$ cat config.mk
export PLATFORM = sky130hd
export DESIGN_NAME = memory_arbiter
export DESIGN_NICKNAME = d
export VERILOG_FILES = /design/src/rtl/memory_arbiter.sv
export SDC_FILE = /design/constraint.sdc
export NUM_CORES = 1
export LEC_CHECK = 0
export CAP_MARGIN = 20
export CORE_AREA = 3 3 165 167
export CTS_BUF_LIST = sky130_fd_sc_hd__clkbuf_8 sky130_fd_sc_hd__clkbuf_16
export CTS_CLUSTER_SIZE = 16
export DETAILED_ROUTE_END_ITERATION = 8
export DIE_AREA = 0 0 168 170
export PLACE_DENSITY = 0.68
export SLEW_MARGIN = 20
export SYNTH_ARGS = -nofsm -noshare
export SYNTH_HDL_FRONTEND = slang
export SYNTH_SLANG_ARGS = --single-unit
export TNS_END_PERCENT = 100
$ cat constraint.sdc
create_clock -name CLK -period 3.5 [get_ports CLK]
set_clock_uncertainty 0.15 [all_clocks]
set_input_delay 0.7 -clock CLK [delete_from_list [all_inputs] [get_ports CLK]]
set_output_delay 0.7 -clock CLK [all_outputs]
set_load 0.02 [all_outputs]
$ cat src/rtl/memory_arbiter.sv
// memory_arbiter: shares one RAM port among per-CPU icache/dcache requesters.
// Data beats instruction; round-robin between CPUs; one grant held to completion.
module memory_arbiter #(
  parameter int CPUS = 2
) (
  input  logic                CLK,
  input  logic                nRST,
  input  logic [CPUS-1:0]     iREN,
  input  logic [32*CPUS-1:0]  iaddr,
  output logic [CPUS-1:0]     iwait,
  output logic [32*CPUS-1:0]  iload,
  input  logic [CPUS-1:0]     dREN,
  input  logic [CPUS-1:0]     dWEN,
  input  logic [32*CPUS-1:0]  daddr,
  input  logic [32*CPUS-1:0]  dstore,
  output logic [CPUS-1:0]     dwait,
  output logic [32*CPUS-1:0]  dload,
  output logic                ramREN,
  output logic                ramWEN,
  output logic [31:0]         ramaddr,
  output logic [31:0]         ramstore,
  input  logic [31:0]         ramload,
  input  logic [1:0]          ramstate,
  output logic                err
);

  localparam int CW = (CPUS > 1) ? $clog2(CPUS) : 1;

  typedef enum logic [1:0] {
    IDLE = 2'd0,
    BUSY = 2'd1,
    DONE = 2'd2
  } state_t;

  state_t        state;
  state_t        state_n;

  logic [CW-1:0] gnt_cpu;
  logic          gnt_data;
  logic          gnt_write;
  logic [CW-1:0] rr_ptr;
  logic [CW-1:0] rr_next;

  logic          d_hit;
  logic          i_hit;
  logic [CW-1:0] d_sel;
  logic [CW-1:0] i_sel;
  logic [CW-1:0] idx;
  logic [CW-1:0] sel_cpu;
  logic          sel_data;
  logic          sel_write;
  logic          any_req;

  logic          busy;
  logic          req_live;
  logic          cmpl;
  logic          abort;
  logic          hit_i;
  logic          hit_d;

  logic [31:0]   ia [CPUS];
  logic [31:0]   da [CPUS];
  logic [31:0]   ds [CPUS];
  logic [31:0]   iload_q [CPUS];
  logic [31:0]   dload_q [CPUS];

  // Split the flat per-CPU buses into word arrays.
  always_comb begin
    for (int c = 0; c < CPUS; c++) begin
      ia[c] = iaddr[c*32 +: 32];
      da[c] = daddr[c*32 +: 32];
      ds[c] = dstore[c*32 +: 32];
    end
  end

  // Scan CPUs from rr_ptr; first pending data and instruction requester.
  always_comb begin
    d_hit = 1'b0;
    i_hit = 1'b0;
    d_sel = '0;
    i_sel = '0;
    idx   = '0;
    for (int k = 0; k < CPUS; k++) begin
      idx = CW'((int'(rr_ptr) + k) % CPUS);
      if (!d_hit && (dREN[idx] || dWEN[idx])) begin
        d_hit = 1'b1;
        d_sel = idx;
      end
      if (!i_hit && iREN[idx]) begin
        i_hit = 1'b1;
        i_sel = idx;
      end
    end
  end

  assign any_req   = d_hit | i_hit;
  assign sel_cpu   = d_hit ? d_sel : i_sel;
  assign sel_data  = d_hit;
  assign sel_write = d_hit & dWEN[d_sel];
  assign rr_next   = CW'((int'(gnt_cpu) + 1) % CPUS);

  assign busy     = (state == BUSY);
  assign req_live = gnt_data ? (dREN[gnt_cpu] | dWEN[gnt_cpu])
                             : iREN[gnt_cpu];
  assign abort    = busy & ~req_live;
  assign cmpl     = busy & req_live &
                    ((ramstate == 2'd2) | (ramstate == 2'd3));

  // State register.
  always_ff @(posedge CLK) begin
    if (!nRST) state <= IDLE;
    else       state <= state_n;
  end

  // Next-state logic; a dropped request abandons the grant.
  always_comb begin
    state_n = state;
    unique case (state)
      IDLE:    if (any_req) state_n = BUSY;
      BUSY: begin
        if (abort)     state_n = IDLE;
        else if (cmpl) state_n = DONE;
      end
      DONE:    state_n = IDLE;
      default: state_n = IDLE;
    endcase
  end

  // RAM drive from the granted requester; waits and loads per requester.
  always_comb begin
    ramREN   = busy & ~gnt_write;
    ramWEN   = busy & gnt_write;
    ramaddr  = '0;
    ramstore = '0;
    iwait    = '1;
    dwait    = '1;
    iload    = '0;
    dload    = '0;
    hit_i    = 1'b0;
    hit_d    = 1'b0;
    if (busy) begin
      ramaddr  = gnt_data ? da[gnt_cpu] : ia[gnt_cpu];
      ramstore = gnt_data ? ds[gnt_cpu] : 32'd0;
    end
    for (int c = 0; c < CPUS; c++) begin
      hit_i = cmpl & ~gnt_data & (gnt_cpu == CW'(c));
      hit_d = cmpl & gnt_data & (gnt_cpu == CW'(c));
      iwait[c] = ~hit_i;
      dwait[c] = ~hit_d;
      iload[c*32 +: 32] = hit_i ? ramload : iload_q[c];
      dload[c*32 +: 32] = hit_d ? ramload : dload_q[c];
    end
  end

  // Grant capture, round-robin pointer, sticky error and load holding.
  always_ff @(posedge CLK) begin
    if (!nRST) begin
      gnt_cpu   <= '0;
      gnt_data  <= 1'b0;
      gnt_write <= 1'b0;
      rr_ptr    <= '0;
      err       <= 1'b0;
      for (int c = 0; c < CPUS; c++) begin
        iload_q[c] <= '0;
        dload_q[c] <= '0;
      end
    end else begin
      if (state == IDLE && any_req) begin
        gnt_cpu   <= sel_cpu;
        gnt_data  <= sel_data;
        gnt_write <= sel_write;
      end
      if (state == DONE) rr_ptr <= rr_next;
      if (cmpl && ramstate == 2'd3) err <= 1'b1;
      if (cmpl) begin
        if (gnt_data) dload_q[gnt_cpu] <= ramload;
        else          iload_q[gnt_cpu] <= ramload;
      end
    end
  end

endmodule

Word-level counts from Yosys, hierarchy flattened --
Memory sizes are Yosys's and may differ from the RTL's. Index checks and enable logic that the tools add are counted.
Cells by class: $add $sub $neg 2, order comparisons 5, equality and inequality tests 6, mux-type cells 66, bitwise operators 24, reductions and logical operators 12
Operator list (number):
- 32-bit 2-to-1 mux | 19
- 32-bit OR reduction | 2
- 1-bit 2-to-1 mux | 43
- 1-bit AND | 12
- 1-bit by 2-bit less-than comparator with 1-bit output, second input constant | 4
- 1-bit NOT | 8
- 2-bit equality test, second input constant | 3
- 2-bit 2-to-1 mux | 3
- 1-bit logical AND | 4
- 2-bit one-hot mux with 2 select lines | 1
- 3-bit by 1-bit inequality test with 1-bit output, second input constant | 1
- 1-bit bitwise OR | 3
- 1-bit adder, second input constant | 2
- 2-bit by 1-bit equality test with 1-bit output, second input constant | 1
- 2-bit >= comparator, second input constant | 1
- 1-bit zero test | 2
- 2-bit zero test | 1
- 1-bit logical OR | 2
- 2-bit inequality test, second input constant | 1
- 1-bit NOT with 2-bit output | 1
- 2-bit AND reduction | 1
Word-level totals: flip-flop bits (word level) 7, RAM bits 128, input bits 234, output and inout bits 199, logic and storage cells 123, memories 2
Memory list:
- dload_q | words 2, width 32, read ports 2, clocked after Yosys merged registers in 0, write ports 2, RTL line 65 | logic [31:0] dload_q [CPUS];
- iload_q | words 2, width 32, read ports 2, clocked after Yosys merged registers in 0, write ports 2, RTL line 64 | logic [31:0] iload_q [CPUS];

Longest topological paths before layout --
word-level depth 11, depth in mapped cells 6, mapped depth without buffers 3

Worst setup path after synthesis --
OpenSTA, ideal clock, no wires.
path kind input -> register, start point input ramstate[1], end point memory dload_q[1][0], enable pin, library setup time 394 ps, data arrival time 2252 ps, data required time 2956 ps, slack 704 ps, stages 4, buffers on the path 1, path through nand4b_4 nor3_2 buf_4 nand2b_1
RTL lines:
- start: declaration | RTL line 23 | input logic [1:0] ramstate,
- end: declaration | RTL line 65

Final worst setup path --
start point input dREN[0], end point output dload[3]
On the way: cells in the longest elaborated chain, start to end 9
RTL lines:
- start: declaration | RTL line 12 | input logic [CPUS-1:0] dREN,
- 1-bit 2-to-1 mux (not written as such) (2 in series) | RTL line 103 | assign req_live = gnt_data ? (dREN[gnt_cpu] | dWEN[gnt_cpu])
- 1-bit bitwise OR | RTL line 103
- 1-bit 2-to-1 mux | RTL line 103
- 1-bit AND (2 in series) | RTL line 106 | assign cmpl = busy & req_live &
- 1-bit AND (2 in series) | RTL line 147 | hit_d = cmpl & gnt_data & (gnt_cpu == CW'(c));
- 32-bit 2-to-1 mux | RTL line 151 | dload[c*32 +: 32] = hit_d ? ramload : dload_q[c];
- end: declaration | RTL line 17 | output logic [32*CPUS-1:0] dload,
No other way between the ends. The select of a mux whose other input is x is not followed.

==> impl_metrics.json <==
{
  "status": "finished, final reports clean",
  "drtIter0Drc": 402,
  "wl_per_cell_um": 22.3,
  "vias": 6773,
  "crit_fanout": 21,
  "synth_top_family_by_area": "multiplexers",
  "area_growth_pct": 65.0,
  "hp-class": "reg -> reg",
  "cts_sinks": 135,
  "viasPerCell": 4.81,
  "drc": 0,
  "cts_setup_buffers": 0,
  "initial_core_util_pct": 32.1,
  "io_buffers": 432,
  "cp_data_required_time_ps": 2650,
  "min_path_cells": 2,
  "synth-async-reset-ratio_pct": 0,
  "cts-root-buf": "clkbuf_16",
  "drive_above_1_share_pct": 23.5,
  "rsz0062_at_grt": "false",
  "seq_power_share_pct": 37.9,
  "p_switching_mw": 1.44,
  "cellPowerDensity_mw_per_mm2": 360,
  "routabilityCongestion": 0.902,
  "hold_slack_ps": 374,
  "reg2reg_depth": 6,
  "relSlewSlack_pct": 57.0,
  "rr_endpoint": "dload_q[1][24]$_SDFFCE_PN0P_",
  "synth_area_per_cell_um2": 13.5,
  "first_pass_iters": 4,
  "core_mm2": 0.0259,
  "seq_area_frac_synth_pct": 47.8,
  "synth_ff_type": "edfxtp_1",
  "fmax_ghz": 0.288,
  "ioPinCount": 433,
  "clk_path_buf_depth": 2,
  "hold_violations": 0,
  "syn-cell-area_mm2": 0.00833,
  "rr_startpoint": "state[1]$_SDFFE_PN0P_",
  "clk_latency_ps": 420,
  "fin_crit_ps": 3470,
  "worstSetupEndpointType": "primary output",
  "synth_top_area_cell": "edfxtp_1",
  "grt_pass1_vias": 6788,
  "chipWidth_um": 168,
  "synthSimpleGateAreaFrac_pct": 16.5,
  "switching_share_pct": 29.1,
  "clock_power_share_pct": 34.9,
  "totalWireLength_um": 31500,
  "comb_power_share_pct": 27.2,
  "ys_types": 42,
  "synthTopCellsByArea": "edfxtp_1, mux2_2, and2_1, mux4_2, mux2_4",
  "layout.cells.non_filler": 1409,
  "cts_tree": "done",
  "die_height_um": 170,
  "hold_path_startpoint": "gnt_write$_SDFFE_PN0P_",
  "setup_viol": 0,
  "antenna_cells": 0,
  "synthAdderAreaFrac_pct": 0,
  "hold_end": "gnt_write$_SDFFE_PN0P_",
  "final_area_mm2": 0.0137,
  "rows": 59,
  "fin_crit_sh_pct": 99.2,
  "synth-compound-area-share_pct": 1.02,
  "placed_area_mm2": 0.0132,
  "reg2reg_slack_ps": 1240,
  "synth_mux_area_share_pct": 31.3,
  "hpwl_um": 23800,
  "power.internal_mw": 3.51,
  "cellLeakagePower_nw": 5.41,
  "finalCoreUtilization_pct": 53.0,
  "ys_ff_latch": 135,
  "ant_nets": 0,
  "syn-num-nets": 853,
  "grt_pass1_wl_um": 45400,
  "numCtsBuffers": 17,
  "grt_max_degree": 42,
  "clkTransAtPathRegs_ps": 70,
  "maxCapViolCount": 0,
  "htreeDepth": 4,
  "antenna_found_initial": 1,
  "syn_inst": 619,
  "yosys.area.top_type_share_pct": 46.2,
  "synth_edf_count": 128,
  "cp.arrival_ps": 2620,
  "worst_slew_pin_slew_ps": 642,
  "worstSetupPathType": "in -> out",
  "yosys.area_share.xor_xnor_pct": 0,
  "track_usage_pct": 21.2,
  "max-vdd-ir-drop_v": 0.000314,
  "layout.nets": 1295,
  "die-area_mm2": 0.0286,
  "dp_cells": 1377,
  "startpoint_type": "primary input",
  "synth_warnings": 0,
  "totalNegativeSetupSlack_ps": 0,
  "grt_overflow": 0,
  "fillers": 2268,
  "slew_violations": 0
}
## per-stage QoR
step	setup WS, ps	total power [mW]
detailed placement	-383	3.29
CTS	1.39	5.01
global placement	-332	3.29
finish	28.7	4.95
global route	9.66	5.14
floorplan	704	2.53
## logic make-up after synthesis
group / after synthesis
mux: 193
simple gates: 230
buf+inv: 49
compound gates: 12
flops: 135
## synthesized netlist by cell type (all sizes together) (3+ instances only)
library cell / count
mux2: 128
inv: 5
buf: 23
nand2: 8
mux4: 33
clkbuf: 21
edfxtp: 128
nor2: 38
dfxtp: 7
and2: 160
nand3: 3
mux2i: 32
## cell usage in the layout, fill, tap and decap left out, drive strengths merged, types with 2 or more instances in the layout
cell	count
buf	40
nor3b	2
a22o	2
inv	14
nor2b	2
nor2	38
edfxtp	128
dfxtp	7
nand3	3
dlygate4sd2	59
o21ai	2
and4	2
nand2	8
clkinvlp	4
and2	160
o22ai	2
nor3	2
mux4	33
clkbuf	18
clkinv	2
a21oi	2
or2	2
nand4b	2
mux2	128
nand2b	2
dlymetal6s2s	7
clkdlybuf4s50	360
mux2i	32
## timing repair
item                                    CTS  global route
endpoints found under the setup margin  124            66
gates resized for setup                  60            11
hold buffers                              0             0
## routing by layer
| metal | GRT usage [%] | vias up | part of all wire [%] |
|---|---|---|---|
| met3 | 6.39 | 28 | 8.1 |
| met1 | 27.9 | 3295 | 42 |
| met5 | 0 | - | 0.041 |
| met4 | 4.62 | 2 | 1.5 |
| li1 | - | 3159 | - |
| met2 | 34.9 | 289 | 48 |
## state kept, by name (all words and copies together) (netlist names)
| name | count |
|---|---|
| iload_q | 64 |
| state | 2 |
| gnt_cpu | 1 |
| rr_ptr | 1 |
| gnt_data | 1 |
| err | 1 |
| dload_q | 64 |
| gnt_write | 1 |
## power groups by stage
| stage | logic (mW) | clock network [mW] | registers, mW |
|---|---|---|---|
| after global placement | 1.38 | 0 | 1.91 |
| after CTS | 1.37 | 1.77 | 1.87 |
| after detailed placement | 1.39 | 0 | 1.91 |
| after floorplan | 0.631 | 0 | 1.89 |
| final | 1.35 | 1.73 | 1.87 |
| after global routing | 1.43 | 1.83 | 1.88 |
## final cells by class
cell class | instances | area [µm²] | share of cell area (%)
repair buffers | 467 | 4640 | 33.8
clock inverters | 15 | 136 | 0.993
multi-input cells | 435 | 4100 | 29.9
flip-flops and latches | 135 | 3990 | 29.0
inverters | 5 | 18.8 | 0.137
well taps | 335 | 419 | 3.05
clock buffers | 17 | 425 | 3.10
## worst max-delay path, cell delays in order
cell and delay, ps:
clkdlybuf4s50_1 510, nor2_1 80, or3_2 470, buf_12 190, mux2_4 310, dlygate4sd2_1 320
## worst max path at each step
stage / depth (start not counted) / from / end / slack [ps]
2_1_floorplan: 4 / ramstate[1] / dload_q[1][0]$_SDFFCE_PN0P_ / 700
3_3_place_gp: 6 / ramstate[1] / dload[27] / -330
3_5_place_dp: 6 / ramstate[1] / dload[30] / -380
4_1_cts: 6 / dREN[0] / dload[30] / 1
5_1_grt: 6 / dREN[0] / dload[10] / 10
6_report: 6 / dREN[0] / dload[3] / 30
Note: power is estimated with default switching activity, not from simulation.
